--- src/rtl/mem_stage_pkg.sv ---
// Shared types and constants for the MEM-stage memory access controller.
// Sub-word funct3 encodings are only consumed when MEM_SUBWORD_EN is defined.
package mem_stage_pkg;

  typedef enum logic [1:0] {
    IDLE   = 2'd0,
    ACCESS = 2'd1,
    DONE   = 2'd2
  } state_t;

  // RISC-V load/store funct3 encodings; stores reuse the low two bits.
  localparam logic [2:0] F3_B  = 3'b000;
  localparam logic [2:0] F3_H  = 3'b001;
  localparam logic [2:0] F3_W  = 3'b010;
  localparam logic [2:0] F3_BU = 3'b100;
  localparam logic [2:0] F3_HU = 3'b101;

endpackage

--- src/rtl/mem_load_align.sv ---
// Combinational load aligner: picks the addressed byte/halfword out of the bus
// word and sign- or zero-extends it. Used only when MEM_SUBWORD_EN is defined.
module mem_load_align
  import mem_stage_pkg::*;
(
  input  logic [2:0]  i_funct3,
  input  logic [1:0]  i_addr_lo,
  input  logic [31:0] i_rdata,
  output logic [31:0] o_data
);

  logic [7:0]  w_byte;
  logic [15:0] w_half;

  always_comb begin
    w_byte = i_rdata[7:0];
    case (i_addr_lo)
      2'd0: w_byte = i_rdata[7:0];
      2'd1: w_byte = i_rdata[15:8];
      2'd2: w_byte = i_rdata[23:16];
      2'd3: w_byte = i_rdata[31:24];
      default: w_byte = i_rdata[7:0];
    endcase
    // Halfwords ignore addr[0]; the lane is chosen by addr[1] alone.
    w_half = i_addr_lo[1] ? i_rdata[31:16] : i_rdata[15:0];

    o_data = i_rdata;
    case (i_funct3)
      F3_B:    o_data = {{24{w_byte[7]}}, w_byte};
      F3_BU:   o_data = {24'd0, w_byte};
      F3_H:    o_data = {{16{w_half[15]}}, w_half};
      F3_HU:   o_data = {16'd0, w_half};
      default: o_data = i_rdata;
    endcase
  end

endmodule

--- src/rtl/mem_stage_ctrl.sv ---
// MEM-stage Wishbone classic master: holds a load/store in flight, stalls the
// pipeline until ack, returns load data. MEM_SUBWORD_EN adds byte/halfword access.
module mem_stage_ctrl
  import mem_stage_pkg::*;
#(
  parameter int ADDR_WIDTH = 32,
  parameter int DATA_WIDTH = 32
) (
  input  logic                    clk,
  input  logic                    reset,
  input  logic                    mem_read,
  input  logic                    mem_write,
  input  logic [ADDR_WIDTH-1:0]   mem_addr,
  input  logic [DATA_WIDTH-1:0]   mem_wdata,
`ifdef MEM_SUBWORD_EN
  input  logic [2:0]              mem_funct3,
`endif
  output logic                    mem_busy,
  output logic [DATA_WIDTH-1:0]   mem_rdata,
  output logic                    wb_cyc_o,
  output logic                    wb_stb_o,
  output logic                    wb_we_o,
  output logic [ADDR_WIDTH-1:0]   wb_adr_o,
  output logic [DATA_WIDTH-1:0]   wb_dat_o,
  output logic [DATA_WIDTH/8-1:0] wb_sel_o,
  input  logic [DATA_WIDTH-1:0]   wb_dat_i,
  input  logic                    wb_ack_i
);

  state_t                  r_state;
  logic                    r_cyc;
  logic                    r_we;
  logic [ADDR_WIDTH-1:0]   r_adr;
  logic [DATA_WIDTH-1:0]   r_dat;
  logic [DATA_WIDTH/8-1:0] r_sel;
  logic [DATA_WIDTH-1:0]   r_rdata;

  logic                    w_req;
  logic [DATA_WIDTH/8-1:0] w_store_sel;
  logic [DATA_WIDTH-1:0]   w_store_data;
  logic [DATA_WIDTH-1:0]   w_load_data;

  assign w_req = mem_read | mem_write;

`ifdef MEM_SUBWORD_EN
  logic [2:0] r_funct3;
  logic [1:0] r_addr_lo;

  always_comb begin
    w_store_sel  = 4'b1111;
    w_store_data = mem_wdata;
    case (mem_funct3[1:0])
      2'b00: begin
        w_store_sel  = 4'b0001 << mem_addr[1:0];
        w_store_data = {4{mem_wdata[7:0]}};
      end
      2'b01: begin
        w_store_sel  = mem_addr[1] ? 4'b1100 : 4'b0011;
        w_store_data = {2{mem_wdata[15:0]}};
      end
      default: ;
    endcase
  end

  // Size and lane are captured with the request so the aligner does not depend
  // on the EX/MEM register staying put through the ack.
  always_ff @(posedge clk or posedge reset) begin
    if (reset) begin
      r_funct3  <= 3'd0;
      r_addr_lo <= 2'd0;
    end else if (r_state == IDLE && w_req) begin
      r_funct3  <= mem_funct3;
      r_addr_lo <= mem_addr[1:0];
    end
  end

  mem_load_align u_load_align (
    .i_funct3  (r_funct3),
    .i_addr_lo (r_addr_lo),
    .i_rdata   (wb_dat_i),
    .o_data    (w_load_data)
  );
`else
  logic w_unused_addr_lo;

  assign w_unused_addr_lo = ^mem_addr[1:0];
  assign w_store_sel      = '1;
  assign w_store_data     = mem_wdata;
  assign w_load_data      = wb_dat_i;
`endif

  always_ff @(posedge clk or posedge reset) begin
    if (reset) begin
      r_state <= IDLE;
      r_cyc   <= 1'b0;
      r_we    <= 1'b0;
      r_adr   <= '0;
      r_dat   <= '0;
      r_sel   <= '0;
      r_rdata <= '0;
    end else begin
      case (r_state)
        IDLE: begin
          if (w_req) begin
            r_cyc   <= 1'b1;
            r_we    <= mem_write;
            r_adr   <= {mem_addr[ADDR_WIDTH-1:2], 2'b00};
            r_dat   <= w_store_data;
            r_sel   <= w_store_sel;
            r_state <= ACCESS;
          end
        end
        ACCESS: begin
          if (wb_ack_i) begin
            r_cyc <= 1'b0;
            r_we  <= 1'b0;
            if (!r_we) r_rdata <= w_load_data;
            r_state <= DONE;
          end
        end
        // The EX/MEM inputs still hold the finished instruction here.
        DONE:    r_state <= IDLE;
        default: r_state <= IDLE;
      endcase
    end
  end

  assign mem_busy  = ((r_state == IDLE) && w_req) || (r_state == ACCESS);
  assign mem_rdata = r_rdata;
  assign wb_cyc_o  = r_cyc;
  assign wb_stb_o  = r_cyc;
  assign wb_we_o   = r_we;
  assign wb_adr_o  = r_adr;
  assign wb_dat_o  = r_dat;
  assign wb_sel_o  = r_sel;

endmodule

--- config.mk ---
export PLATFORM = sky130hd
export DESIGN_NAME = mem_stage_ctrl
export DESIGN_NICKNAME = d
export VERILOG_FILES = /design/src/rtl/mem_stage_pkg.sv /design/src/rtl/mem_load_align.sv /design/src/rtl/mem_stage_ctrl.sv
export SDC_FILE = /design/constraint.sdc
export NUM_CORES = 1
export LEC_CHECK = 0
export CAP_MARGIN = 10
export CELL_PAD_IN_SITES_DETAIL_PLACEMENT = 0
export CELL_PAD_IN_SITES_GLOBAL_PLACEMENT = 1
export CORE_ASPECT_RATIO = 0.7
export CORE_MARGIN = 2
export CORE_UTILIZATION = 33
export DETAILED_ROUTE_END_ITERATION = 10
export GPL_TIMING_DRIVEN = 0
export PLACE_DENSITY_LB_ADDON = 0.1
export SETUP_SLACK_MARGIN = 0.2
export SYNTH_ARGS = -nofsm -noshare
export SYNTH_HDL_FRONTEND = slang
export SYNTH_SLANG_ARGS = --single-unit
--- constraint.sdc ---
create_clock -name clk -period 9.35 [get_ports clk]
set_input_delay 2.3375 -clock clk [delete_from_list [all_inputs] [get_ports clk]]
set_output_delay 2.3375 -clock clk [all_outputs]
set_load 0.05 [all_outputs]
==> results.md <==
Detailed routing:
- The number of DRC violations after detailed routing is 0.
- The per-cell via count in the routed design is about 4.3.
- The number of vias after detailed routing is 2,590.
- For this block, the initial DRC count from the detailed router was 41.
- The iteration count of the initial detailed-routing pass is 4.
- Summed over all layers, the routed wires come to 9260 um.
- The number of antenna-violating nets in the routed design is 0.
- The average wire length per cell after detail routing is about 15 um.

Setup path:
- STA classifies the critical path startpoint as an input pin.
- The longest individual stage delay on the worst path is 0.82 ns.
- The critical-path maximum fanout is 3.
- The required arrival time at the worst endpoint is 7.01 ns.
- Traced cell by cell, the critical path runs through clkdlybuf4s50_1, nor3_1, nor2_1, clkdlybuf4s50_1.
- At the worst endpoint, the arrival time is 3.85 ns.
- The nature of the critical path endpoint is an output pin.
- Across all register-to-register paths, the minimum setup slack is around 7.6 ns.
- The cell at the slowest stage of the critical path is clkdlybuf4s50_1.
- The type of the worst setup path is in2out.
- The most numerous cell type found on the critical path is clkdlybuf4s50_1.

Yosys:
- Synthesis inferred slightly below 100 register bits.
- The predominant post-synthesis flop cell is dfrtp_1.
- The combined area of all synthesized cells is 0.00392 mm^2.
- The fraction of synthesized cell area taken by the top area cell type is 0.632.
- The commonest cells after synthesis are dfrtp_1, mux2_2, mux2_4.
- The async set or reset register ratio after synthesis is 1.00.
- The count of flip-flops with a built-in enable after synthesis is 0.
- After technology mapping, the gate count stands at 228.
- The dominant cell type by area after synthesis is dfrtp_1.
- Each instance of the synthesized netlist takes up on average about 17 um^2.
- During synthesis, Yosys emitted a total of 0 warnings.
- Of the synthesized area, sequential elements account for 0.632.
- dfrtp_1 is the most common cell in the netlist.
- By area the synthesized netlist is led by dfrtp_1, mux2_2, mux2_4.
- Yosys mapped the design onto 22 distinct sky130hd cell types.

Cells and area:
- The multi-input combinational cells in the finished layout cover a total of 0.00129 mm^2.
- Across the whole layout, storage elements account for 0.00248 mm^2.
- The number of diodes added for antenna fixing is 0.
- Relative to the synthesized area, the layout overhead comes to 64.8%.
- The net count of the finished layout is 542.
- The number of fillers in the final layout is 981.
- Of the cells placed in the final design, the portion with a size suffix greater than 1 is 0.282.
- Measured on the finished design, the core utilization comes to 0.554.

Placed design:
- The placer's final routability congestion estimate is 0.697.
- Input and output buffers added on the ports amount to 200.
- Once detailed placement completed, the half-perimeter wirelength came to 6810 um.

Floorplanning:
- Row generation in the floorplan step produced 33 rows.
- Measured along the y axis, the die boundary spans 95.2 um.
- The total area inside the core boundary comes to 0.0116 mm^2.
- The die footprint is 0.0128 mm^2.
- The die width is 134 um.
- For this configuration, the core starts out at a cell density of 0.336.
- The I/O pin count is 205.

Clock tree:
- The CTS H-tree depth is 3.
- CTS placed an instance of clkbuf_16 at the clock tree root.
- Buffers inserted to repair hold after CTS numbered 0.
- The setup fix buffers added after clock tree synthesis is 0.
- The clock reaches the later pin of the worst-skew pair after ~0.34 ns.
- The clock net in this run drives a total of around 100 sinks.
- The buffer levels on the longest clock path is 2.
- The number of buffers added by the clock tree synthesis step is 9.
- The number of gates resized after CTS was 0.
- TritonCTS built the clock tree.
- The clock transition at the registers of the reported paths is roughly 0.060 ns.

Hold path:
- The type of the most critical hold path is reg2reg.

Global routing:
- For this run, the total global-route usage over all layers was measured as 0.149.
- The wire length of the first global-routing pass is 14,500 um.
- The overall overflow remaining after global route is 0.
- Entering global routing, the biggest net connects 54 pins.
- The via count of the first global-routing pass was 2,822.
- The initial antenna violation count is 0.

Pwr:
- The total power is about 2700 uW.
- IR analysis of the VDD net gives a maximum drop of ~190 uV.
- The analysis attributes to cell leakage a power of roughly 0.0027 uW.
- The power per cell area is 425 mW/mm^2.

Timing:
- The clock arrives with 0.00819 ns of skew.
- The final hold violation count is 0.
- The slew of the pin with the lowest slew margin is 0.663 ns.
- Static timing analysis puts the maximum clock frequency at 162 MHz.
- Measured against its own limit, the worst slew margin works out to 0.558.
- Setup repair after global routing left no endpoint under its margin.
- The worst path needs 6.19 ns of the cycle, external delays included.
- In the finished design, the share of the clock period the worst path needs comes to 0.662.
- The sum of negative setup slack is 0 ns.
- The max-slew violation count was 0.
- The number of failing setup endpoints in the final timing report is 0.

Status:
- The run finished with clean final reports.

Run:
- The number of max-cap violations is 0.
==> layout make-up <==
cell class                 instances  share of cell area
buffer                            16              0.0227
clock buffer                       9              0.0349
clock inverter                     5              0.0124
inverter                           3             0.00213
multi-input combinational        111               0.199
sequential                        99               0.384
tap                              157              0.0304
timing repair buffer             201               0.314
==> critical path: cells and delay by family <==
kind / cells / cell delay [ns]
AND/OR/NAND/NOR: 2 / 0.18
buffers and inverters: 2 / 1.33
==> per-stage QoR <==
stage / hold WS (ns) / setup slack, ns / std cells / cell area [um^2]
floorplan: 0.523 / 3.98 / 229 / 3920
global placement: 0.467 / 2.73 / 586 / 6120
detailed placement: 0.474 / 3.15 / 587 / 6150
CTS: 0.488 / 3.15 / 601 / 6450
global route: 0.497 / 3.12 / 601 / 6450
finish: 0.486 / 3.16 / 601 / 6450
==> power by group <==
group | switching (uW) | internal, uW
clock network | 154 | 231
registers | 113 | 638
logic | 980 | 624
total | 1250 | 1490
==> logic make-up (layout without fill, tap and decap cells) <==
logic type / after synthesis / in the layout / share of synthesized area
mux: 94 / 94 / 0.299
flops: 99 / 99 / 0.632
buf+inv: 19 / 234 / 0.0402
compound gates: 5 / 5 / 0.00863
other cells: 1 / 2 / 0.000957
simple gates: 10 / 10 / 0.0188
==> placed cells by master, fill, tap and decap left out, types with 2 or more instances in the layout <==
cell type	synthesis	layout
clkdlybuf4s50_1	0	200
dfrtp_1	99	99
mux2_2	60	60
mux2_4	30	30
clkbuf_16	0	9
buf_2	6	6
buf_4	6	6
mux2_1	4	4
buf_12	3	3
nor2_1	2	2
inv_1	3	2
nor2b_1	2	2
o21ai_0	2	2
conb_1	1	2
clkinvlp_4	0	2
bufinv_16	0	2
==> flip-flops by register name, summed over array words and instances (netlist names) <==
name	flops
mem_rdata	32
r_state	2
wb_adr_o	30
wb_cyc_o	1
wb_dat_o	32
wb_sel_o	1
wb_we_o	1
==> path summary, 6_finish.rpt <==
kind / startpoint / endpoint / cells past startpoint
setup / recovery: mem_write / mem_busy / 4
hold / removal: wb_dat_o[1]$_DFFE_PP0P_ / wb_dat_o[1]$_DFFE_PP0P_ / 1
setup reg to reg: r_state[0]$_DFFE_PP0P_ / wb_adr_o[18]$_DFFE_PP0P_ / 3
hold reg to reg: wb_dat_o[1]$_DFFE_PP0P_ / wb_dat_o[1]$_DFFE_PP0P_ / 1
max in group asynchronous: reset / wb_adr_o[30]$_DFFE_PP0P_ / 3
min in group asynchronous: reset / wb_adr_o[14]$_DFFE_PP0P_ / 2
==> routing by layer <==
metal,track usage,vias up,routed length (um),share of wire
met3,0.0734,8,986,0.11
met4,0.0482,0,90,0.0097
met1,0.184,1262,3930,0.42
met2,0.230,112,4260,0.46
li1,-,1208,-,-
met5,0,-,0,0
No activity file was read; power rests on OpenSTA's default activity.
